### src/rtl/uart_phy_ctrl_pkg.sv
// Shared UART PHY defaults and types; uart_usrapp derives its timeout from the same
// clock/baud values so the two blocks never disagree.
package uart_phy_ctrl_pkg;

    localparam int unsigned UART_CLK_FREQ  = 50_000_000;
    localparam int unsigned UART_BAUD_RATE = 115200;

    typedef logic [7:0] uart_byte_t;

    function automatic int unsigned calc_clks_per_bit(input int unsigned clk_freq,
                                                      input int unsigned baud_rate);
        return clk_freq / baud_rate;
    endfunction

endpackage

### src/rtl/uart_phy_ctrl_if.sv
// Byte-level handshake between uart_usrapp (master) and the UART PHY (slave).
interface uart_phy_ctrl_if;
    import uart_phy_ctrl_pkg::*;

    logic       usr_start_tx;
    uart_byte_t usr_data_tx;
    logic       usr_done_tx;
    logic       usr_done_rx;
    uart_byte_t usr_data_rx;
    logic       rx_frame_err;

    modport master (
        output usr_start_tx, usr_data_tx,
        input  usr_done_tx, usr_done_rx, usr_data_rx, rx_frame_err
    );

    modport slave (
        input  usr_start_tx, usr_data_tx,
        output usr_done_tx, usr_done_rx, usr_data_rx, rx_frame_err
    );

endinterface

### src/rtl/uart_phy_ctrl_rx.sv
// 8N1 receiver: two-flop synchronizer, mid-bit sampling FSM and byte assembly.
module uart_phy_rx
    import uart_phy_ctrl_pkg::*;
#(
    parameter int unsigned CLKS_PER_BIT = 10
) (
    input  logic       clk,
    input  logic       rst,
    input  logic       uart_rxd,
    output logic       usr_done_rx,
    output uart_byte_t usr_data_rx,
    output logic       rx_frame_err
);

    localparam int unsigned CNT_W = $clog2(CLKS_PER_BIT) + 1;

    typedef enum logic [2:0] {R_IDLE, R_START, R_DATA, R_STOP, R_BREAK} rx_state_t;

    rx_state_t   state, state_nxt;
    logic        rxd_m, rxd_s;
    logic [CNT_W-1:0] cnt, cnt_nxt;
    logic [2:0]  idx, idx_nxt;
    uart_byte_t  shreg, shreg_nxt;
    uart_byte_t  data_nxt;
    logic        done_nxt, err_nxt;

    always_ff @(posedge clk or posedge rst) begin
        if (rst) begin
            rxd_m        <= 1'b1;
            rxd_s        <= 1'b1;
            state        <= R_IDLE;
            cnt          <= '0;
            idx          <= '0;
            shreg        <= '0;
            usr_data_rx  <= '0;
            usr_done_rx  <= 1'b0;
            rx_frame_err <= 1'b0;
        end else begin
            rxd_m        <= uart_rxd;
            rxd_s        <= rxd_m;
            state        <= state_nxt;
            cnt          <= cnt_nxt;
            idx          <= idx_nxt;
            shreg        <= shreg_nxt;
            usr_data_rx  <= data_nxt;
            usr_done_rx  <= done_nxt;
            rx_frame_err <= err_nxt;
        end
    end

    // Down-counter: loaded with half a bit at the start edge, then a full bit, so every
    // decision falls at mid-bit of the synchronized line.
    always_comb begin
        state_nxt = state;
        cnt_nxt   = cnt;
        idx_nxt   = idx;
        shreg_nxt = shreg;
        data_nxt  = usr_data_rx;
        done_nxt  = 1'b0;
        err_nxt   = 1'b0;
        unique case (state)
            R_IDLE: begin
                if (!rxd_s) begin
                    state_nxt = R_START;
                    cnt_nxt   = CNT_W'(CLKS_PER_BIT / 2);
                end
            end
            R_START: begin
                if (cnt == '0) begin
                    if (rxd_s) begin
                        state_nxt = R_IDLE;
                    end else begin
                        state_nxt = R_DATA;
                        cnt_nxt   = CNT_W'(CLKS_PER_BIT - 1);
                        idx_nxt   = '0;
                    end
                end else begin
                    cnt_nxt = cnt - CNT_W'(1);
                end
            end
            R_DATA: begin
                if (cnt == '0) begin
                    shreg_nxt = {rxd_s, shreg[7:1]};
                    cnt_nxt   = CNT_W'(CLKS_PER_BIT - 1);
                    if (idx == 3'd7) state_nxt = R_STOP;
                    else             idx_nxt   = idx + 3'd1;
                end else begin
                    cnt_nxt = cnt - CNT_W'(1);
                end
            end
            R_STOP: begin
                if (cnt == '0) begin
                    if (rxd_s) begin
                        state_nxt = R_IDLE;
                        data_nxt  = shreg;
                        done_nxt  = 1'b1;
                    end else begin
                        state_nxt = R_BREAK;
                        err_nxt   = 1'b1;
                    end
                end else begin
                    cnt_nxt = cnt - CNT_W'(1);
                end
            end
            R_BREAK: begin
                if (rxd_s) state_nxt = R_IDLE;
            end
            default: state_nxt = R_IDLE;
        endcase
    end

endmodule

### src/rtl/uart_phy_ctrl.sv
// 8N1 UART PHY: inline TX serializer plus uart_phy_rx, handshaking with uart_usrapp
// through uart_phy_ctrl_if.
module uart_phy_ctrl
    import uart_phy_ctrl_pkg::*;
#(
    parameter int unsigned CLK_FREQ  = UART_CLK_FREQ,
    parameter int unsigned BAUD_RATE = UART_BAUD_RATE
) (
    input  logic            clk,
    input  logic            rst,
    input  logic            uart_rxd,
    output logic            uart_txd,
    uart_phy_ctrl_if.slave  usr
);

    localparam int unsigned CLKS_PER_BIT = calc_clks_per_bit(CLK_FREQ, BAUD_RATE);
    localparam int unsigned CNT_W        = $clog2(CLKS_PER_BIT) + 1;

    if (CLKS_PER_BIT < 8) begin : g_cpb_check
        $error("uart_phy_ctrl: CLK_FREQ/BAUD_RATE must be >= 8");
    end

    typedef enum logic [1:0] {T_IDLE, T_START, T_DATA, T_STOP} tx_state_t;

    tx_state_t        state, state_nxt;
    logic [CNT_W-1:0] cnt, cnt_nxt;
    logic [2:0]       idx, idx_nxt;
    uart_byte_t       shreg, shreg_nxt;
    logic             txd_q, txd_nxt;
    logic             done_q, done_nxt;
    logic             bit_end;

    assign uart_txd        = txd_q;
    assign usr.usr_done_tx = done_q;
    assign bit_end         = (cnt == CNT_W'(CLKS_PER_BIT - 1));

    always_ff @(posedge clk or posedge rst) begin
        if (rst) begin
            state  <= T_IDLE;
            cnt    <= '0;
            idx    <= '0;
            shreg  <= '0;
            txd_q  <= 1'b1;
            done_q <= 1'b1;
        end else begin
            state  <= state_nxt;
            cnt    <= cnt_nxt;
            idx    <= idx_nxt;
            shreg  <= shreg_nxt;
            txd_q  <= txd_nxt;
            done_q <= done_nxt;
        end
    end

    // txd is registered one step ahead: each bit boundary loads the next line level,
    // so the shift register's bit 1 is the bit about to go out.
    always_comb begin
        state_nxt = state;
        cnt_nxt   = cnt;
        idx_nxt   = idx;
        shreg_nxt = shreg;
        txd_nxt   = txd_q;
        done_nxt  = done_q;
        unique case (state)
            T_IDLE: begin
                if (usr.usr_start_tx) begin
                    state_nxt = T_START;
                    shreg_nxt = usr.usr_data_tx;
                    cnt_nxt   = '0;
                    idx_nxt   = '0;
                    txd_nxt   = 1'b0;
                    done_nxt  = 1'b0;
                end
            end
            T_START: begin
                if (bit_end) begin
                    state_nxt = T_DATA;
                    cnt_nxt   = '0;
                    txd_nxt   = shreg[0];
                end else begin
                    cnt_nxt = cnt + CNT_W'(1);
                end
            end
            T_DATA: begin
                if (bit_end) begin
                    cnt_nxt = '0;
                    if (idx == 3'd7) begin
                        state_nxt = T_STOP;
                        txd_nxt   = 1'b1;
                    end else begin
                        idx_nxt   = idx + 3'd1;
                        shreg_nxt = {1'b0, shreg[7:1]};
                        txd_nxt   = shreg[1];
                    end
                end else begin
                    cnt_nxt = cnt + CNT_W'(1);
                end
            end
            T_STOP: begin
                if (bit_end) begin
                    state_nxt = T_IDLE;
                    cnt_nxt   = '0;
                    done_nxt  = 1'b1;
                end else begin
                    cnt_nxt = cnt + CNT_W'(1);
                end
            end
            default: state_nxt = T_IDLE;
        endcase
    end

    uart_phy_rx #(
        .CLKS_PER_BIT(CLKS_PER_BIT)
    ) u_rx (
        .clk         (clk),
        .rst         (rst),
        .uart_rxd    (uart_rxd),
        .usr_done_rx (usr.usr_done_rx),
        .usr_data_rx (usr.usr_data_rx),
        .rx_frame_err(usr.rx_frame_err)
    );

endmodule

### src/flat_wrapper.sv
// flat-port wrapper written by rule: the top's interface ports become plain ports
module uart_phy_ctrl_flat import uart_phy_ctrl_pkg::*;
#(
    parameter int unsigned CLK_FREQ  = UART_CLK_FREQ,
    parameter int unsigned BAUD_RATE = UART_BAUD_RATE
)
  (clk, rst, uart_rxd, uart_txd, usr_usr_start_tx, usr_usr_data_tx, usr_usr_done_tx, usr_usr_done_rx, usr_usr_data_rx, usr_rx_frame_err);
  uart_phy_ctrl_if usr_i ();
  input  logic clk;
  input  logic rst;
  input  logic uart_rxd;
  output logic uart_txd;
  input wire logic [$bits(usr_i.usr_start_tx)-1:0] usr_usr_start_tx;
  input wire logic [$bits(usr_i.usr_data_tx)-1:0] usr_usr_data_tx;
  output wire logic [$bits(usr_i.usr_done_tx)-1:0] usr_usr_done_tx;
  output wire logic [$bits(usr_i.usr_done_rx)-1:0] usr_usr_done_rx;
  output wire logic [$bits(usr_i.usr_data_rx)-1:0] usr_usr_data_rx;
  output wire logic [$bits(usr_i.rx_frame_err)-1:0] usr_rx_frame_err;
  assign usr_i.usr_start_tx = usr_usr_start_tx;
  assign usr_i.usr_data_tx = usr_usr_data_tx;
  assign usr_usr_done_tx = usr_i.usr_done_tx;
  assign usr_usr_done_rx = usr_i.usr_done_rx;
  assign usr_usr_data_rx = usr_i.usr_data_rx;
  assign usr_rx_frame_err = usr_i.rx_frame_err;
  uart_phy_ctrl #(.CLK_FREQ(CLK_FREQ), .BAUD_RATE(BAUD_RATE)) u_core (.clk(clk), .rst(rst), .uart_rxd(uart_rxd), .uart_txd(uart_txd), .usr(usr_i));
endmodule
### config.mk
export PLATFORM = sky130hd
export DESIGN_NAME = uart_phy_ctrl_flat
export DESIGN_NICKNAME = d
export VERILOG_FILES = /design/src/rtl/uart_phy_ctrl_pkg.sv /design/src/rtl/uart_phy_ctrl_if.sv /design/src/rtl/uart_phy_ctrl_rx.sv /design/src/rtl/uart_phy_ctrl.sv /design/src/flat_wrapper.sv
export SDC_FILE = /design/constraint.sdc
export NUM_CORES = 1
export LEC_CHECK = 0
export BUFFER_PORTS_ARGS = -buffer_cell sky130_fd_sc_hd__clkbuf_2
export CORE_UTILIZATION = 47
export DETAILED_ROUTE_END_ITERATION = 8
export GPL_TIMING_DRIVEN = 1
export HOLD_SLACK_MARGIN = 0.1
export PLACE_DENSITY_LB_ADDON = 0.15
export SKIP_LAST_GASP = 1
export SLEW_MARGIN = 10
export SYNTH_ARGS = -nofsm -noshare
export SYNTH_HDL_FRONTEND = slang
export SYNTH_HIERARCHICAL = 1
export SYNTH_SLANG_ARGS = --single-unit
### constraint.sdc
create_clock -name clk -period 2.1 [get_ports clk]
set_clock_uncertainty 0.1 [all_clocks]
set_input_delay 0.315 -clock clk [delete_from_list [all_inputs] [get_ports clk]]
set_output_delay 0.315 -clock clk [all_outputs]
set_load 0.01 [all_outputs]
== After elaboration in Yosys (flattened, before gate mapping) ==
Cells that the tools add are included.

* Memories: 0
* Output and inout bits: 12
* Memory bits (writable): 0
* Register bits: 61
* Word-level logic and storage cells: 113
* ROM bits: 0
* Input port bits: 12
* Bits in latches: 0

* Bitwise gates (word level): 0
* Order comparisons: 0
* Div/mod/pow operators: 0
* Equality and inequality tests: 26
* Shift operators: 0
* $add $sub $neg: 4
* Multiplexer cells: 50
* $mul: 0
* Reductions and logical operators: 18

{| class="wikitable"
|+ Operators with widths
! kind !! count
|-
| 10-bit two-way mux || 7
|-
| 3-bit two-way mux || 14
|-
| 10-bit one-hot mux with 4 select lines || 1
|-
| 8-bit two-way mux || 3
|-
| 2-bit != test, second input constant || 11
|-
| 10-bit one-hot mux with 2 select lines || 1
|-
| 8-bit one-hot mux with 2 select lines || 1
|-
| 3-bit one-hot mux with 5 select lines || 1
|-
| 2-bit two-way mux || 6
|-
| 3-bit one-hot mux with 2 select lines || 2
|-
| 4-bit AND reduction || 3
|-
| 1-bit two-way mux || 11
|-
| 10-bit by 1-bit adder with 10-bit output, second input constant || 1
|-
| 10-bit by 9-bit == test with 1-bit output, second input constant || 1
|-
| 10-bit logical NOT || 1
|-
| 5-bit AND reduction || 2
|-
| 10-bit by 1-bit subtractor with 10-bit output, second input constant || 1
|-
| 3-bit == test, second input constant || 3
|-
| 2-bit by 1-bit != test with 1-bit output, second input constant || 4
|-
| 2-bit one-hot mux with 4 select lines || 1
|-
| 3-bit by 1-bit adder with 3-bit output, second input constant || 2
|-
| 3-bit by 2-bit == test with 1-bit output, second input constant || 2
|-
| 3-bit AND reduction || 2
|-
| 6-bit AND reduction || 1
|-
| other kinds (13) || 16
|}

== Depth between registers and ports, before layout ==
* Depth in word-level cells: 4
* Depth in mapped cells: 8
* Mapped depth without buffers: 6

== By module ==
Netlist, hierarchy kept.

{| class="wikitable"
|+ By module, submodules not included
! module !! area each (µm²) !! seq. area each (µm²) !! instances !! cells an instance
|-
| uart_phy_rx || 1821.7 || 903.4 || 1 || 152
|-
| uart_phy_ctrl || 1520.2 || 628.1 || 1 || 137
|}

== Worst setup path before layout ==
Ideal clock, no wire load.

* Kind: register to register
* From: reg u_core.u_rx.cnt[0]
* To: reg u_core.u_rx.usr_data_rx[0]
* Period minus slack after synthesis: 2.264 ns
* Library setup time: 0.125 ns
* Path buffers: 2
* Cell stages (with the launch flop): 9
* Setup slack: -0.164 ns
* Arrival time: 2.039 ns
* Data required time: 1.875 ns
* Path through: dfrtp_1 -> inv_1 -> ha_1 -> or4b_1 -> buf_2 -> nor3_2 -> and3_1 -> buf_4 -> mux2_2

* Cells in the longest elaborated chain, start to end: 2

{| class="wikitable"
|+ RTL lines
! what !! line !! text
|-
| start, declared || uart_phy_ctrl_rx.sv:21 || <nowiki>logic [CNT_W-1:0] cnt, cnt_nxt;</nowiki>
|-
| start signal, assigned || uart_phy_ctrl_rx.sv:42 || <nowiki>cnt <= cnt_nxt;</nowiki>
|-
| 10-bit logical NOT || uart_phy_ctrl_rx.sv:92 || <nowiki>if (cnt == '0) begin</nowiki>
|-
| 3-bit AND reduction (no line) || n/a ||
|-
| end signal, assigned || uart_phy_ctrl_rx.sv:45 || <nowiki>usr_data_rx <= data_nxt;</nowiki>
|-
| end, declared || uart_phy_ctrl_rx.sv:11 || <nowiki>output uart_byte_t usr_data_rx,</nowiki>
|}

No other way between the ends.
A chain may end at the register's enable or synchronous reset.

== Final worst setup path ==
* From: reg u_core.u_rx.cnt[2]
* To: reg u_core.u_rx.cnt[3]

* Cells in the longest elaborated chain, start to end: 3
* Elaborated cells on any way between the ends: 9
* Classes of those cells: add/sub (1); eq/ne (2); mux (4); reduce/logical (2)

{| class="wikitable"
|+ RTL lines
! what !! line
|-
| 10-bit by 1-bit subtractor with 10-bit output or 10-bit logical NOT (tied branches) || n/a
|-
| 10-bit two-way mux, or another cell as far along || uart_phy_ctrl_rx.sv:92
|-
| 10-bit one-hot mux with 4 select lines or 4-bit AND reduction (tied branches) || n/a
|}

Parallel ways exist; a longest one is shown, timed or not. The select of a mux whose other input is x is not followed.

==> flow_summary.ini <==
[status]
status = finished with violations
violations = negative setup slack

[routing]
drc = 0
wirelength_mm = 6.84
drt_iter0_markers = 129
vias = 2471
wl_per_cell_um = 14.8
ant_nets = 0
drtPass1Iterations = 4
vias_per_cell = 5.35

[setup_path]
reg2regPathDepth = 5
cp.arrival_ns = 2.31
cp_cell_sequence = or4_4, o41ai_4, buf_4, a21oi_2, o221a_2
ff2ff_setup_slack_ns = -0.09
start_kind = flip-flop
crit_path_end = u_core/u_rx/cnt[3]
required_ns = 2.22
criticalPathCategory = flip-flop to flip-flop
rr_endpoint = u_core/u_rx/cnt[3]
critPathLaunch = u_core/u_rx/cnt[2]
path_max_fanout = 7
regToRegStartpoint = u_core/u_rx/cnt[2]
crit_path_end_kind = flip-flop
slowest_delay_ns = 0.65
cpMaxStageDelayCell = or4_4

[clock_tree]
cts-root-buf = clkbuf_8
h-tree-depth = 3
clk_latency_ns = 0.33
cts_tree = built
clkTransAtPathRegs_ns = 0.07
cts.path.max_buffers = 2
clock-sinks = 61
numCtsBuffers = 9

[power_and_ir_drop]
max-vdd-ir-drop_mv = 0.298
power_density_nw_per_um2 = 537
leakage_nw = 1.95
p_total_mw = 2.26

[synth]
synth-compound-area-share_pct = 14.3
yosys.area_share.simple_pct = 15.8
synth_top_family_by_area = simple AND/OR/NAND/NOR gates
syn_nets = 315
ys.flop_type = dfrtp_1
synth-xor-area-share_pct = 0.262
yosysWarnings = 6
seq_area_frac_synth_pct = 45.8
netlist_instances = 289
synth.ff_latch_count = 61
synth-edff-count = 0
ys_types = 68
muxShareOfSynthArea_pct = 14.2
synthArstFlopShare_pct = 100
synth_area_per_cell_sq_um = 11.6
synthAdderAreaFrac_pct = 5.24
syn_area_sq_um = 3340

[global_routing]
grt_max_degree = 37
grt_pass1_wl_mm = 11.8
grt_antenna_before_repair = 0
grt_use_total_pct = 20.2
grt_pass1_vias = 2559
grt-ovfl-total = 0

[placed_design]
place_hpwl_mm = 4.50
port_buffers = 23
place_congestion = 0.887

[die]
core_region_area_sq_um = 6830
fp.dieArea_sq_um = 7450
fp-row-count = 30
design.portCount = 24
chipWidth_um = 86.3
dieHeight_um = 86.3
start_util_pct = 48.9

[flow_run]
max-cap-violations = 0

[sta]
fmax_mhz = 456
worst_pin_slew_ns = 0.446
relSlewSlack_pct = 70.0
maxSlewViolCount = 0
period_share_pct = 104
finalWorstSetupSlack_ns = -0.0944
rsz0062_at_grt = yes
hold_ws_ns = 0.202
hold_violations = 0
setup_viol = 19
finalCriticalPeriod_ns = 2.19

[layout]
area_growth_pct = 25.8
drive_gt1_share_pct = 44.3
diodes = 0
layout.nets = 387

[worst_hold_path]
hold_path_class = input port to flip-flop
==> cell usage in the layout (no fill, tap or decap), types with 2 or more instances in the layout <==
master	n
dfrtp_1	57
buf_4	45
mux2_2	25
clkbuf_2	23
nor2_1	22
inv_1	15
nand2_1	14
o21ai_0	13
ha_1	13
clkbuf_8	10
mux2_4	9
nand3_1	6
a22o_1	6
nor3_1	5
mux2i_1	5
a21oi_1	4
or3_1	4
dfstp_2	4
dlygate4sd3_1	3
and3_1	3
or3_4	3
inv_2	3
nor4_1	3
clkbuf_1	2
clkinv_2	2
o31a_1	2
a211o_1	2
nand2b_1	2
nor3_2	2
o32ai_1	2
o221ai_1	2
or4_4	2
o41ai_4	2
and2_1	2
a21oi_2	2
o221a_1	2
==> what timing repair did <==
action                                  CTS  global route
pin swaps                                 6             5
resized for setup                        22             9
buffers inserted                          4             2
hold buffers                              3             0
hold endpoints to repair                 59             0
cloned                                    1             0
endpoints found under the setup margin   27            36
==> worst min-delay path by stage <==
stage                      startpoint                 to  cells after the start
floorplan                    uart_rxd  u_core/u_rx/rxd_m                      0
detailed placement  u_core/u_rx/rxd_m  u_core/u_rx/rxd_s                      0
global placement    u_core/u_rx/rxd_m  u_core/u_rx/rxd_s                      0
CTS                  usr_usr_start_tx    u_core/shreg[7]                      3
global route         usr_usr_start_tx    u_core/shreg[7]                      3
finish               usr_usr_start_tx    u_core/shreg[7]                      3
==> registers in the layout, summed over array words and instances (netlist names) <==
register	count
u_core/cnt	10
u_core/u_rx/rx_frame_err	1
u_core/u_rx/idx	3
u_core/idx	3
u_core/u_rx/shreg	8
u_core/u_rx/usr_data_rx	8
u_core/u_rx/rxd_m	1
u_core/uart_txd	1
u_core/u_rx/state	3
u_core/state	2
u_core/u_rx/cnt	10
u_core/shreg	8
u_core/usr.usr_done_tx	1
u_core/u_rx/rxd_s	1
u_core/u_rx/usr_done_rx	1
==> synth_stat cells (2+ instances only) <==
master / number / share of area [%]
ha_1: 14 / 5.2
nand3_1: 6 / 0.90
buf_2: 4 / 0.60
and2_1: 2 / 0.37
clkbuf_1: 4 / 0.45
o221ai_1: 2 / 0.52
a21oi_1: 6 / 0.90
o41ai_4: 2 / 1.6
and3_1: 4 / 0.75
a22o_1: 6 / 1.6
nor3_1: 6 / 0.90
nand2b_1: 2 / 0.37
nor3b_1: 2 / 0.45
nor4_1: 3 / 0.56
mux2_2: 27 / 9.1
o32ai_1: 2 / 0.52
inv_1: 18 / 2.0
o21ai_0: 14 / 2.1
nand2_1: 14 / 1.6
dfrtp_1: 57 / 43
mux2_4: 7 / 3.1
dfstp_2: 4 / 3.1
mux2i_1: 5 / 1.5
nor2_1: 23 / 2.6
o31a_1: 2 / 0.52
o221a_1: 2 / 0.67
o22ai_1: 2 / 0.37
a211o_1: 2 / 0.52
or4_1: 2 / 0.45
nor3_2: 2 / 0.60
or3_1: 6 / 1.1
==> final cells by class <==
cell class / count / area [sq um]
Multi-Input combinational cell: 199 / 1800
Tap cell: 96 / 120
Inverter: 18 / 67.6
Sequential cell: 61 / 1530
Clock buffer: 12 / 145
Clock inverter: 4 / 47.5
Timing Repair Buffer: 72 / 494
Fill cell: 554 / 2630
==> per-stage QoR <==
step	cells	instance area [sq um]	utilization (%)	setup WS [ns]	setup TNS, ns
floorplan	289	3360	-	-0.100	-0.920
global placement	438	3830	56.1	-0.104	-1.54
detailed placement	438	3830	56.1	-0.151	-2.84
CTS	461	4160	60.9	-0.102	-1.14
global route	462	4200	61.5	-0.161	-3.32
finish	462	4200	61.5	-0.0944	-0.941
==> power by group <==
group,switching [mW],internal [mW],total [mW]
logic,0.0349,0.0245,0.0594
clock network,0.439,0.577,1.02
registers,0.00140,1.18,1.18
total,0.476,1.78,2.26
==> cells by family (layout without fill, tap and decap cells) <==
family          after synthesis  count (layout)
simple gates                 87              88
flops                        61              61
compound gates               56              56
mux                          40              40
buf+inv                      30             106
fa+ha+maj                    14              14
xor+xnor                      1               1
==> critical path: cells and delay by family, from the launching register on <==
kind / cells / cell delay (ns)
compound gates: 3 / 0.72
simple gates: 1 / 0.65
flops: 1 / 0.39
buf+inv: 1 / 0.22
==> routing by layer <==
layer	GRT usage (%)	part of all wire, %	vias to the layer above
met5	0	0	-
met4	7.73	1.2	0
met3	4.67	3.4	8
met2	32.4	46	47
met1	26.8	50	1206
li1	-	-	1210
No activity file was read; power rests on OpenSTA's default activity.
